$ cat config.mk
export PLATFORM = sky130hd
export DESIGN_NAME = pe_writeback
export DESIGN_NICKNAME = d
export VERILOG_FILES = /design/src/rtl/pe_writeback_pkg.sv /design/src/rtl/pe_writeback_fifo.sv /design/src/rtl/pe_writeback.sv
export SDC_FILE = /design/constraint.sdc
export NUM_CORES = 1
export LEC_CHECK = 0
export CORE_ASPECT_RATIO = 2
export CORE_MARGIN = 1.5
export CORE_UTILIZATION = 45
export DETAILED_ROUTE_END_ITERATION = 16
export PLACE_DENSITY = 0.85
export SYNTH_ARGS = -nofsm -noshare
export SYNTH_HDL_FRONTEND = slang
export SYNTH_SLANG_ARGS = --single-unit
$ cat constraint.sdc
create_clock -name clk_i -period 7.4 [get_ports clk_i]
set_input_delay 0.74 -clock clk_i [delete_from_list [all_inputs] [get_ports clk_i]]
set_output_delay 0.74 -clock clk_i [all_outputs]
set_load 0.01 [all_outputs]
$ cat src/rtl/pe_writeback_pkg.sv
// pe_writeback_pkg
//   Shared definitions for the pe_array drain stage. It provides the default
//   lane and word geometry (Q8.8 signed lanes, 8 lanes per word), the width of
//   the latency counter, and the writeback FSM state encoding.
package pe_writeback_pkg;

  localparam int WB_DATA_WIDTH = 16;
  localparam int WB_NUM_PE     = 8;
  localparam int WB_WORD_WIDTH = WB_DATA_WIDTH * WB_NUM_PE;
  localparam int WB_ADDR_WIDTH = 10;

  // PIPE_LAT is limited to 1..15, so PIPE_LAT-1 always fits in 4 bits.
  localparam int WB_LAT_W      = 4;

  typedef enum logic [1:0] {
    WB_IDLE    = 2'd0,
    WB_WAIT    = 2'd1,
    WB_CAPTURE = 2'd2
  } wb_state_t;

endpackage

$ cat src/rtl/pe_writeback_fifo.sv
// wb_fifo
//   Synchronous show-ahead FIFO. The head entry appears on head_o whenever
//   the FIFO is not empty. A push into a full FIFO is refused, even when a pop
//   happens in the same cycle. Only pointers and count are reset; storage is
//   not, and head_o is forced to zero while empty.
// Ports:
//   clk_i, rst_i          clock, synchronous active-high reset
//   push_i, push_data_i   write request and data
//   pop_i                 remove the head entry (ignored when empty)
//   head_o                head entry (zero when empty)
//   full_o, empty_o       occupancy flags
//   count_o               number of stored entries
module wb_fifo #(
  parameter int WIDTH = 8,
  parameter int DEPTH = 2,
  parameter int CNT_W = $clog2(DEPTH + 1)
) (
  input  logic             clk_i,
  input  logic             rst_i,
  input  logic             push_i,
  input  logic [WIDTH-1:0] push_data_i,
  input  logic             pop_i,
  output logic [WIDTH-1:0] head_o,
  output logic             full_o,
  output logic             empty_o,
  output logic [CNT_W-1:0] count_o
);

  localparam int PTR_W = (DEPTH > 1) ? $clog2(DEPTH) : 1;

  logic [WIDTH-1:0] mem [DEPTH];
  logic [PTR_W-1:0] wr_ptr;
  logic [PTR_W-1:0] rd_ptr;
  logic [CNT_W-1:0] count;
  logic             push_ok;
  logic             pop_ok;

  assign full_o  = (count == CNT_W'(DEPTH));
  assign empty_o = (count == '0);
  assign count_o = count;

  // Fullness is judged before any same-cycle pop.
  assign push_ok = push_i && !full_o;
  assign pop_ok  = pop_i && !empty_o;

  assign head_o = empty_o ? '0 : mem[rd_ptr];

  // DEPTH is a power of two, so the pointers wrap naturally.
  always_ff @(posedge clk_i) begin
    if (rst_i) begin
      wr_ptr <= '0;
      rd_ptr <= '0;
      count  <= '0;
    end else begin
      if (push_ok) wr_ptr <= wr_ptr + PTR_W'(1);
      if (pop_ok)  rd_ptr <= rd_ptr + PTR_W'(1);
      case ({push_ok, pop_ok})
        2'b10:   count <= count + CNT_W'(1);
        2'b01:   count <= count - CNT_W'(1);
        default: count <= count;
      endcase
    end
  end

  always_ff @(posedge clk_i) begin
    if (push_ok) mem[wr_ptr] <= push_data_i;
  end

endmodule

$ cat src/rtl/pe_writeback.sv
// pe_writeback
//   Drain stage behind pe_array. A done_i pulse starts a wait of PIPE_LAT
//   cycles so the array pipeline can settle. The stage then captures wordp_i,
//   applies optional per-lane ReLU, and queues {address, word} in a small
//   FIFO. Queued words go to feature-map memory over a valid/ready port. The
//   write address auto-increments.
// Ports:
//   clk_i, rst_i        clock, synchronous active-high reset
//   start_i, base_addr_i  load the address counter with a layer base address
//   relu_en_i           clamp negative lanes to zero (sampled at capture)
//   done_i              last accumulate beat was issued to pe_array
//   wordp_i             partial-sum word from pe_array
//   wr_valid_o, wr_ready_i, wr_addr_o, wr_data_o   memory write port
//   busy_o              FSM not idle
//   stall_o             capture is blocked by a full FIFO
//   err_o               sticky: done_i arrived while not idle
module pe_writeback
  import pe_writeback_pkg::*;
#(
  parameter int DATA_WIDTH = WB_DATA_WIDTH,
  parameter int NUM_PE     = WB_NUM_PE,
  parameter int WORD_WIDTH = NUM_PE * DATA_WIDTH,
  parameter int PIPE_LAT   = 3,
  parameter int FIFO_DEPTH = 2,
  parameter int ADDR_WIDTH = WB_ADDR_WIDTH
) (
  input  logic                  clk_i,
  input  logic                  rst_i,
  input  logic                  start_i,
  input  logic [ADDR_WIDTH-1:0] base_addr_i,
  input  logic                  relu_en_i,
  input  logic                  done_i,
  input  logic [WORD_WIDTH-1:0] wordp_i,
  output logic                  wr_valid_o,
  input  logic                  wr_ready_i,
  output logic [ADDR_WIDTH-1:0] wr_addr_o,
  output logic [WORD_WIDTH-1:0] wr_data_o,
  output logic                  busy_o,
  output logic                  stall_o,
  output logic                  err_o
);

  localparam int ENTRY_W = ADDR_WIDTH + WORD_WIDTH;
  localparam int CNT_W   = $clog2(FIFO_DEPTH + 1);

  // Per-lane ReLU. Lanes are signed Q8.8; a negative lane becomes zero and
  // all other lanes pass through unchanged (no saturation, no resizing).
  function automatic logic [WORD_WIDTH-1:0] relu_word(
    input logic [WORD_WIDTH-1:0] w,
    input logic                  en
  );
    logic [WORD_WIDTH-1:0]        r;
    logic signed [DATA_WIDTH-1:0] lane;
    r = w;
    for (int k = 0; k < NUM_PE; k++) begin
      lane = w[k*DATA_WIDTH +: DATA_WIDTH];
      if (en && (lane < 0)) r[k*DATA_WIDTH +: DATA_WIDTH] = '0;
    end
    return r;
  endfunction

  wb_state_t               state;
  logic [WB_LAT_W-1:0]     lat_cnt;
  logic [ADDR_WIDTH-1:0]   addr_cnt;
  logic                    err_q;

  logic                    fifo_full;
  logic                    fifo_empty;
  logic [CNT_W-1:0]        fifo_count;
  logic [ENTRY_W-1:0]      fifo_head;
  logic                    fifo_pop;
  logic                    cap_ok;
  logic [WORD_WIDTH-1:0]   cap_word_p0;

  // ---- capture stage: processed word and push qualifier ----
  assign cap_word_p0 = relu_word(wordp_i, relu_en_i);
  assign cap_ok      = (state == WB_CAPTURE) && (fifo_count < CNT_W'(FIFO_DEPTH));
  assign fifo_pop    = wr_valid_o && wr_ready_i;

  always_ff @(posedge clk_i) begin
    if (rst_i) begin
      state   <= WB_IDLE;
      lat_cnt <= '0;
      err_q   <= 1'b0;
    end else begin
      // A done_i pulse outside IDLE is dropped but recorded.
      if (done_i && (state != WB_IDLE)) err_q <= 1'b1;
      case (state)
        WB_IDLE: begin
          if (done_i) begin
            state   <= WB_WAIT;
            lat_cnt <= WB_LAT_W'(PIPE_LAT - 1);
          end
        end
        WB_WAIT: begin
          if (lat_cnt == '0) state <= WB_CAPTURE;
          else               lat_cnt <= lat_cnt - WB_LAT_W'(1);
        end
        WB_CAPTURE: begin
          // With a full FIFO, stay here and re-sample wordp_i each cycle.
          if (cap_ok) state <= WB_IDLE;
        end
        default: state <= WB_IDLE;
      endcase
    end
  end

  // A start load wins over the increment. A push in the same cycle has
  // already taken the old counter value into the FIFO entry.
  always_ff @(posedge clk_i) begin
    if (rst_i)        addr_cnt <= '0;
    else if (start_i) addr_cnt <= base_addr_i;
    else if (cap_ok)  addr_cnt <= addr_cnt + ADDR_WIDTH'(1);
  end

  wb_fifo #(
    .WIDTH (ENTRY_W),
    .DEPTH (FIFO_DEPTH),
    .CNT_W (CNT_W)
  ) u_fifo (
    .clk_i       (clk_i),
    .rst_i       (rst_i),
    .push_i      (cap_ok),
    .push_data_i ({addr_cnt, cap_word_p0}),
    .pop_i       (fifo_pop),
    .head_o      (fifo_head),
    .full_o      (fifo_full),
    .empty_o     (fifo_empty),
    .count_o     (fifo_count)
  );

  // ---- output stage: head of queue drives the write port ----
  assign wr_valid_o = !fifo_empty;
  assign wr_addr_o  = fifo_head[ENTRY_W-1 -: ADDR_WIDTH];
  assign wr_data_o  = fifo_head[WORD_WIDTH-1:0];
  assign busy_o     = (state != WB_IDLE);
  assign stall_o    = (state == WB_CAPTURE) && fifo_full;
  assign err_o      = err_q;

endmodule
; Yosys cells after proc, flatten, opt, wreduce, memory -nomap -nowiden
; Memory sizes are Yosys's and may differ from the RTL's. A register that Yosys moved wholly into a read port is not among the register bits.
; Index checks and enable logic that the tools add are counted.
[op_classes]
muxes = 23
magnitude_cmp = 9
reduce_logical = 25
n_addsub = 6
n_eq_ne = 9
[op_table]
columns = op, n
row1 = 138-bit 2-to-1 mux, 1
row2 = 16-bit by 1-bit < comparator with 1-bit output (second input constant), 8
row3 = 16-bit 2-to-1 mux, 8
row4 = 10-bit 2-to-1 mux, 2
row5 = 1-bit logical AND, 14
row6 = 10-bit by 1-bit adder with 10-bit output (second input constant), 1
row7 = 4-bit 2-to-1 mux, 2
row8 = 4-bit case mux with 2 select lines, 1
row9 = 2-bit nonzero test, 4
row10 = 2-bit equality test (second input constant), 3
row11 = 2-bit 2-to-1 mux, 3
row12 = 2-bit != test (second input constant), 3
row13 = 2-bit case mux with 3 select lines, 1
row14 = 3-bit AND reduction, 2
row15 = 2-bit by 1-bit equality test with 1-bit output (second input constant), 2
row16 = 2-bit logical NOT, 2
row17 = 4-bit logical NOT, 1
row18 = 1-bit 2-to-1 mux, 4
row19 = 2-bit case mux with 2 select lines, 1
row20 = 4-bit by 1-bit subtractor with 4-bit output (second input constant), 1
row21 = 1-bit adder (second input constant), 2
row22 = 2-bit by 1-bit adder with 2-bit output (second input constant), 1
row23 = 1-bit logical NOT, 2
row24 = 2-bit < comparator (second input constant), 1
row25 = 2 further kinds, 2
[totals]
output_inout_bits = 142
ramBits = 276
input_bits = 144
reg_bits = 21
n_memories = 1
[memory_table]
columns = memory, words, word_bits, rd, rd_ports_with_merged_regs, write_ports, line
row1 = u_fifo.mem, 2, 138, 1, 1, 1, pe_writeback_fifo.sv:31  ; logic [WIDTH-1:0] mem [DEPTH];

; Longest topological paths before layout
[logic_depth]
word_depth = 6
mapped_depth = 7
ltp_nobuf = 7

; By module
; Synthesis repeated with hierarchy kept, for this count alone.
[hier_totals]
hier_cells = 864
area_unflattened_um2 = 12445.7
[modules_own_cells]
columns = module, area_each_um2, cells_per_inst, instances
row1 = wb_fifo, 10596.4, 610, 1
row2 = pe_writeback, 1849.3, 254, 1

; Worst setup path after synthesis
; Ideal clock, no wire load.
[synth_path]
path_type = register to register
start = reg state[1]
end = mem u_fifo.mem[0][0] (netlist name), enable pin
setup_slack_ns = 0.186
arrival_time_ns = 6.577
stages_incl_launch_ff = 5
required_ns = 6.763
cell_sequence = dfxtp_1 -> buf_6 -> nor3b_4 -> inv_4 -> nor2_1
[synth_between]
elab_chain_len = 5
[synth_lines]
columns = item, line
row1 = "start, declared", pe_writeback.sv:62  ; wb_state_t state;
row2 = "start signal, assigned", pe_writeback.sv:82  ; state <= WB_IDLE;
row3 = "start signal, assigned", pe_writeback.sv:91  ; state <= WB_WAIT;
row4 = "start signal, assigned", pe_writeback.sv:96  ; if (lat_cnt == '0) state <= WB_CAPTURE;
row5 = 2-bit equality test, pe_writeback.sv:77  ; assign cap_ok = (state == WB_CAPTURE) && (fifo_count < CNT_W'(FIFO_DEPTH));
row6 = 1-bit logical AND, pe_writeback.sv:77
row7 = 1-bit logical AND, pe_writeback_fifo.sv:43  ; assign push_ok = push_i && !full_o;
row8 = 1-bit 2-to-1 mux, pe_writeback_fifo.sv:66  ; if (push_ok) mem[wr_ptr] <= push_data_i;
row9 = 1-bit 2-to-1 mux (implied by the code), pe_writeback_fifo.sv:66
row10 = "end, declared", pe_writeback_fifo.sv:31
; No other way between the ends.

; Final worst setup path
[layout_path]
start = reg u_fifo.count[1], in the netlist u_fifo.count_o[1]
end = out wr_data_o[61]
[layout_between]
elab_chain_len = 2
[layout_lines]
columns = item, line
row1 = "start, declared", pe_writeback_fifo.sv:34  ; logic [CNT_W-1:0] count;
row2 = "start signal, assigned", pe_writeback_fifo.sv:58  ; 2'b10: count <= count + CNT_W'(1);
row3 = "start signal, assigned", pe_writeback_fifo.sv:59  ; 2'b01: count <= count - CNT_W'(1);
row4 = "start signal, assigned", pe_writeback_fifo.sv:60  ; default: count <= count;
row5 = 2-bit logical NOT, pe_writeback_fifo.sv:39  ; assign empty_o = (count == '0);
row6 = 138-bit 2-to-1 mux, pe_writeback_fifo.sv:46  ; assign head_o = empty_o ? '0 : mem[rd_ptr];
row7 = "end, declared", pe_writeback.sv:37  ; output logic [WORD_WIDTH-1:0] wr_data_o,
; No other way between the ends.

==> reports/results.env <==
STATUS='completed'
CRITPATHSLOWESTCELL='buf_4'
NUMCTSBUFFERS=25
CTS.PATH.MAX_BUFFERS=3
ROUTE.FINAL.WIRE_LENGTH_MM=27.4
STARTPOINT_CLASS_OF_THE_CRITICAL_PATH='register'
RR_STARTPOINT='state[1]'
FINAL.SETUP.WORST_SLACK_NS=3.55
TRITONCTS='built'
FIRST_PASS_GRT_WIRE_LENGTH_MM=41.6
WIRE_PER_INST_UM=18.3
CRITPATHTOPFAMILY='buffers and inverters'
WORSTMARGINPINSLEW_NS=1.14
SYNTH_TOP_AREA_SHARE_PCT=67.5
YOSYS-TOP-CELLS-AREA='edfxtp_1 (67%), mux2i_1 (11%), and2_1 (6.2%), nor2_1 (4.9%), dfxtp_1 (3.6%)'
LAYOUT_MIN_CYCLE_TIME_NS=3.85
SYNTH.YOSYS.SEQ_AREA_SHARE_PCT=71.1
SYNTH.LARGEST_AREA_CELL='edfxtp_1'
ANTENNA_VIOLATING_NETS_POST_ROUTE=0
AREA_GROWTH_FROM_SYNTHESIS_TO_LAYOUT_PCT=32.7
HEIGHT_OF_THE_DIE_UM=237
FILL_CELLS=2052
GRT_START_MAX_NET_PINS=103
POST-ROUTE-UTIL_PCT=60.6
VIAS=7566
CRITICAL_PATH.MAX_STAGE_DELAY_NS=0.73
SLEW_VIOL_FINAL=0
WHS_ENDPOINT='err_o'
FINAL.PERIOD_UTILIZATION_PCT=52.0
CP_DATA_ARRIVAL_TIME_NS=3.11
BOUNDARYPINS=286
RR_ENDPOINT='u_fifo.mem[1][36]'
PLACEMENT_ROWS=85
FIRST_GLOBAL_VIAS=7897
INITIAL_UTILIZATION_PCT=45.6
REG2REG_DEPTH=3
PORTBUFS=285
SETUP.WORST_PATH.CLASS='reg -> out'
PLACEMENT.SETUP.WORST_SLACK_NS=4.10
CP.REQUIRED_NS=6.66
CLK-INSERTION-DELAY-LATE_NS=0.54
NUMBER_OF_ANTENNA_VIOLATIONS_AT_THE_FIRST_CHECK_IN_GLOBAL_ROUTING=5
HP-START='err_o'
HOLDBUFCOUNTCTS=0
CTS_RESIZED=0
SYNTH_SEQ_CELLS=298
DP_HPWL_MM=18.8
GROUTE.USAGE.OVERALL_PCT=19.2
SYNTHESIS.INSTANCES=852
CP_BUFS_INVS=3
POWER.STATIC_LEAKAGE_nW=5.21
WORSTPATHMAXFANOUT=81
WORST_SETUP_HOLD_PATH_CLK_SLEW_NS=0.06
DETAIL_ROUTE.ITER0.VIOLATIONS=271
DETAILEDROUTE.FIRSTPASSITERATIONCOUNT=6
DRV_CAP=0
YS.WARNINGS.COUNT=0
FINAL_LAYOUT_SIZE_SUFFIX_GT1_SHARE_PCT=4.89
CRITPATHMOSTFREQUENTCELL='buf_4'
CTS_SINKS=298
MIN_DELAY_PATH_DEPTH=2
SYNTHESIS.NETS=999
FINAL_CELL_AREA_MM2=0.0163
CTS_SETUP_BUFFERS=0
CLOCKROOTBUFFER='clkbuf_16'
HOLD_VIOL_FINAL=0
AREA_OF_THE_CORE_REGION_MM2=0.0269
YOSYS.CELL_TYPES.COUNT=38
VIA_PER_INST=5.05
VDD.IR_DROP.WORST_uV=200
CLOCK_SKEW_NS=0.0203
DETAILED_PLACE.AREA_MM2=0.0155
REG2REG_SETUP_SLACK_NS=4.21
POWER_DENSITY_mW_PER_MM2=254
FINAL.HOLD.WORST_SLACK_NS=0.487
DRC_ERRORS=0
FIN_NETS=1273
SYN_AVG_CELL_AREA_UM2=14.4
GLOBALROUTEOVERFLOWTOTAL=0
CP-END-KIND='output pin'
DIE_AREA_MM2=0.0284
SLEW-LIMIT-HEADROOM_PCT=23.9
SYN_AREA_MM2=0.0123
RSZ0062_AT_GRT='false'
HTREE_NUM_LEVELS=1
DIE-WIDTH_UM=120
GP_CONGESTION=0.799
CLOCK.FMAX_MHz=260
SETUP_TNS_NS=0
WORSTHOLDPATHTYPE='reg -> reg'
SETUP_VIOL_COUNT_FINAL=0
CRIT_PATH_CELL_TRACE='nor2_4, buf_4, buf_4, nor2_1, clkdlybuf4s50_1'
registers in the layout (all words and copies together), names as in the netlist, named ones only:
signal,count
lat_cnt,4
u_fifo.count_o,2
u_fifo.wr_ptr,1
u_fifo.rd_ptr,1
state,2
addr_cnt,10
err_o,1
u_fifo.mem,276
cell usage in the layout, fill, tap and decap left out, drive strengths merged, types with 2 or more instances in the layout:
cell type and instances:
nor2 160, a211oi 3, ha 3, nand4 3, clkdlybuf4s50 285, nor2b 9, dfxtp 22, diode 5
a311oi 3, buf 6, nor3 4, edfxtp 276, clkbuf 37, o21ai 2, inv 13, mux2i 138
and2 122, xor2 3, nor4 3, clkinv 3, a21oi 7, nand2 16, xnor2 11, o21bai 2
or3 3
synth_stat cells:
cell type,count
edfxtp_1,276
nor2_1,160
mux2i_1,138
and2_1,122
clkbuf_1,29
dfxtp_1,22
nand2_1,16
buf_2,14
xnor2_1,11
nor2b_1,9
a21oi_1,7
inv_1,5
a211oi_1,3
a311oi_1,3
ha_1,3
nand4_1,3
nor3_1,3
or3_1,3
xor2_1,3
nor4_1,2
o21ai_0,2
o21bai_1,2
a2111oi_2,1
a21o_1,1
and3_1,1
and4bb_2,1
buf_6,1
clkinv_1,1
inv_4,1
nand2b_1,1
nand3_1,1
nand3b_1,1
nand4bb_1,1
nor3_2,1
nor3b_4,1
nor4_4,1
nor4b_1,1
nor4bb_1,1
routing by layer:
| layer | vias to the layer above | global-route usage, % | part of all wire (%) |
|---|---|---|---|
| met3 | 74 | 2.55 | 4.0 |
| li1 | 3580 | - | - |
| met5 | - | 0 | 0 |
| met1 | 3667 | 19.1 | 34 |
| met4 | 0 | 10.5 | 5.2 |
| met2 | 245 | 37.3 | 57 |
worst max path at each step:
| stage | startpoint | to | slack, ns | depth (start not counted) |
|---|---|---|---|---|
| 3_5_place_dp | u_fifo.count_o[1] | wr_data_o[61] | 4.10 | 5 |
| 5_1_grt | u_fifo.count_o[1] | wr_data_o[61] | 3.39 | 5 |
| 4_1_cts | u_fifo.count_o[1] | wr_data_o[61] | 3.52 | 5 |
| 6_report | u_fifo.count_o[1] | wr_data_o[61] | 3.55 | 5 |
| 2_1_floorplan | state[1] | u_fifo.mem[0][0] | 0.19 | 4 |
| 3_3_place_gp | u_fifo.count_o[1] | wr_data_o[96] | 4.18 | 5 |
power by group:
group / internal, mW / leakage (nW) / total, mW / switching [mW]
Clock: 0.719 / 0.410 / 1.32 / 0.597
Sequential: 1.92 / 2.69 / 1.97 / 0.0456
Combinational: 0.440 / 2.11 / 0.854 / 0.415
Total: 3.08 / 5.21 / 4.14 / 1.06
worst register-to-register path: cells and delay by family (launching register included):
kind                   cells  cell delay, ns
buffers and inverters      1            0.86
and+or+nand+nor            2            1.39
DFF                        1            0.54
logic make-up after synthesis:
logic type | share of synthesized area (%)
multiplexers | 11.2
adder cells (fa/ha/maj) | 0.306
AND/OR/NAND/NOR | 13.5
AO/OA/AOI/OAI | 1.07
buffers and inverters | 1.78
flip-flops | 71.1
XOR/XNOR | 0.998
stage by stage:
stage	instances	total power [mW]
2_1_floorplan	852	2.44
4_1_cts	1493	4.18
6_report	1498	4.14
3_3_place_gp	1447	2.85
5_1_grt	1497	4.29
3_5_place_dp	1447	2.87
layout make-up:
type	instances	area, um^2	area share, %
timing repair buffer	291	2910	17.9
clock inverter	9	72.6	0.445
inverter	7	28.8	0.177
sequential	298	8730	53.6
antenna	5	12.5	0.0768
multi-input combinational	503	3350	20.6
tap	348	435	2.67
clock buffer	37	753	4.62
(Power assumes the default switching activity.)
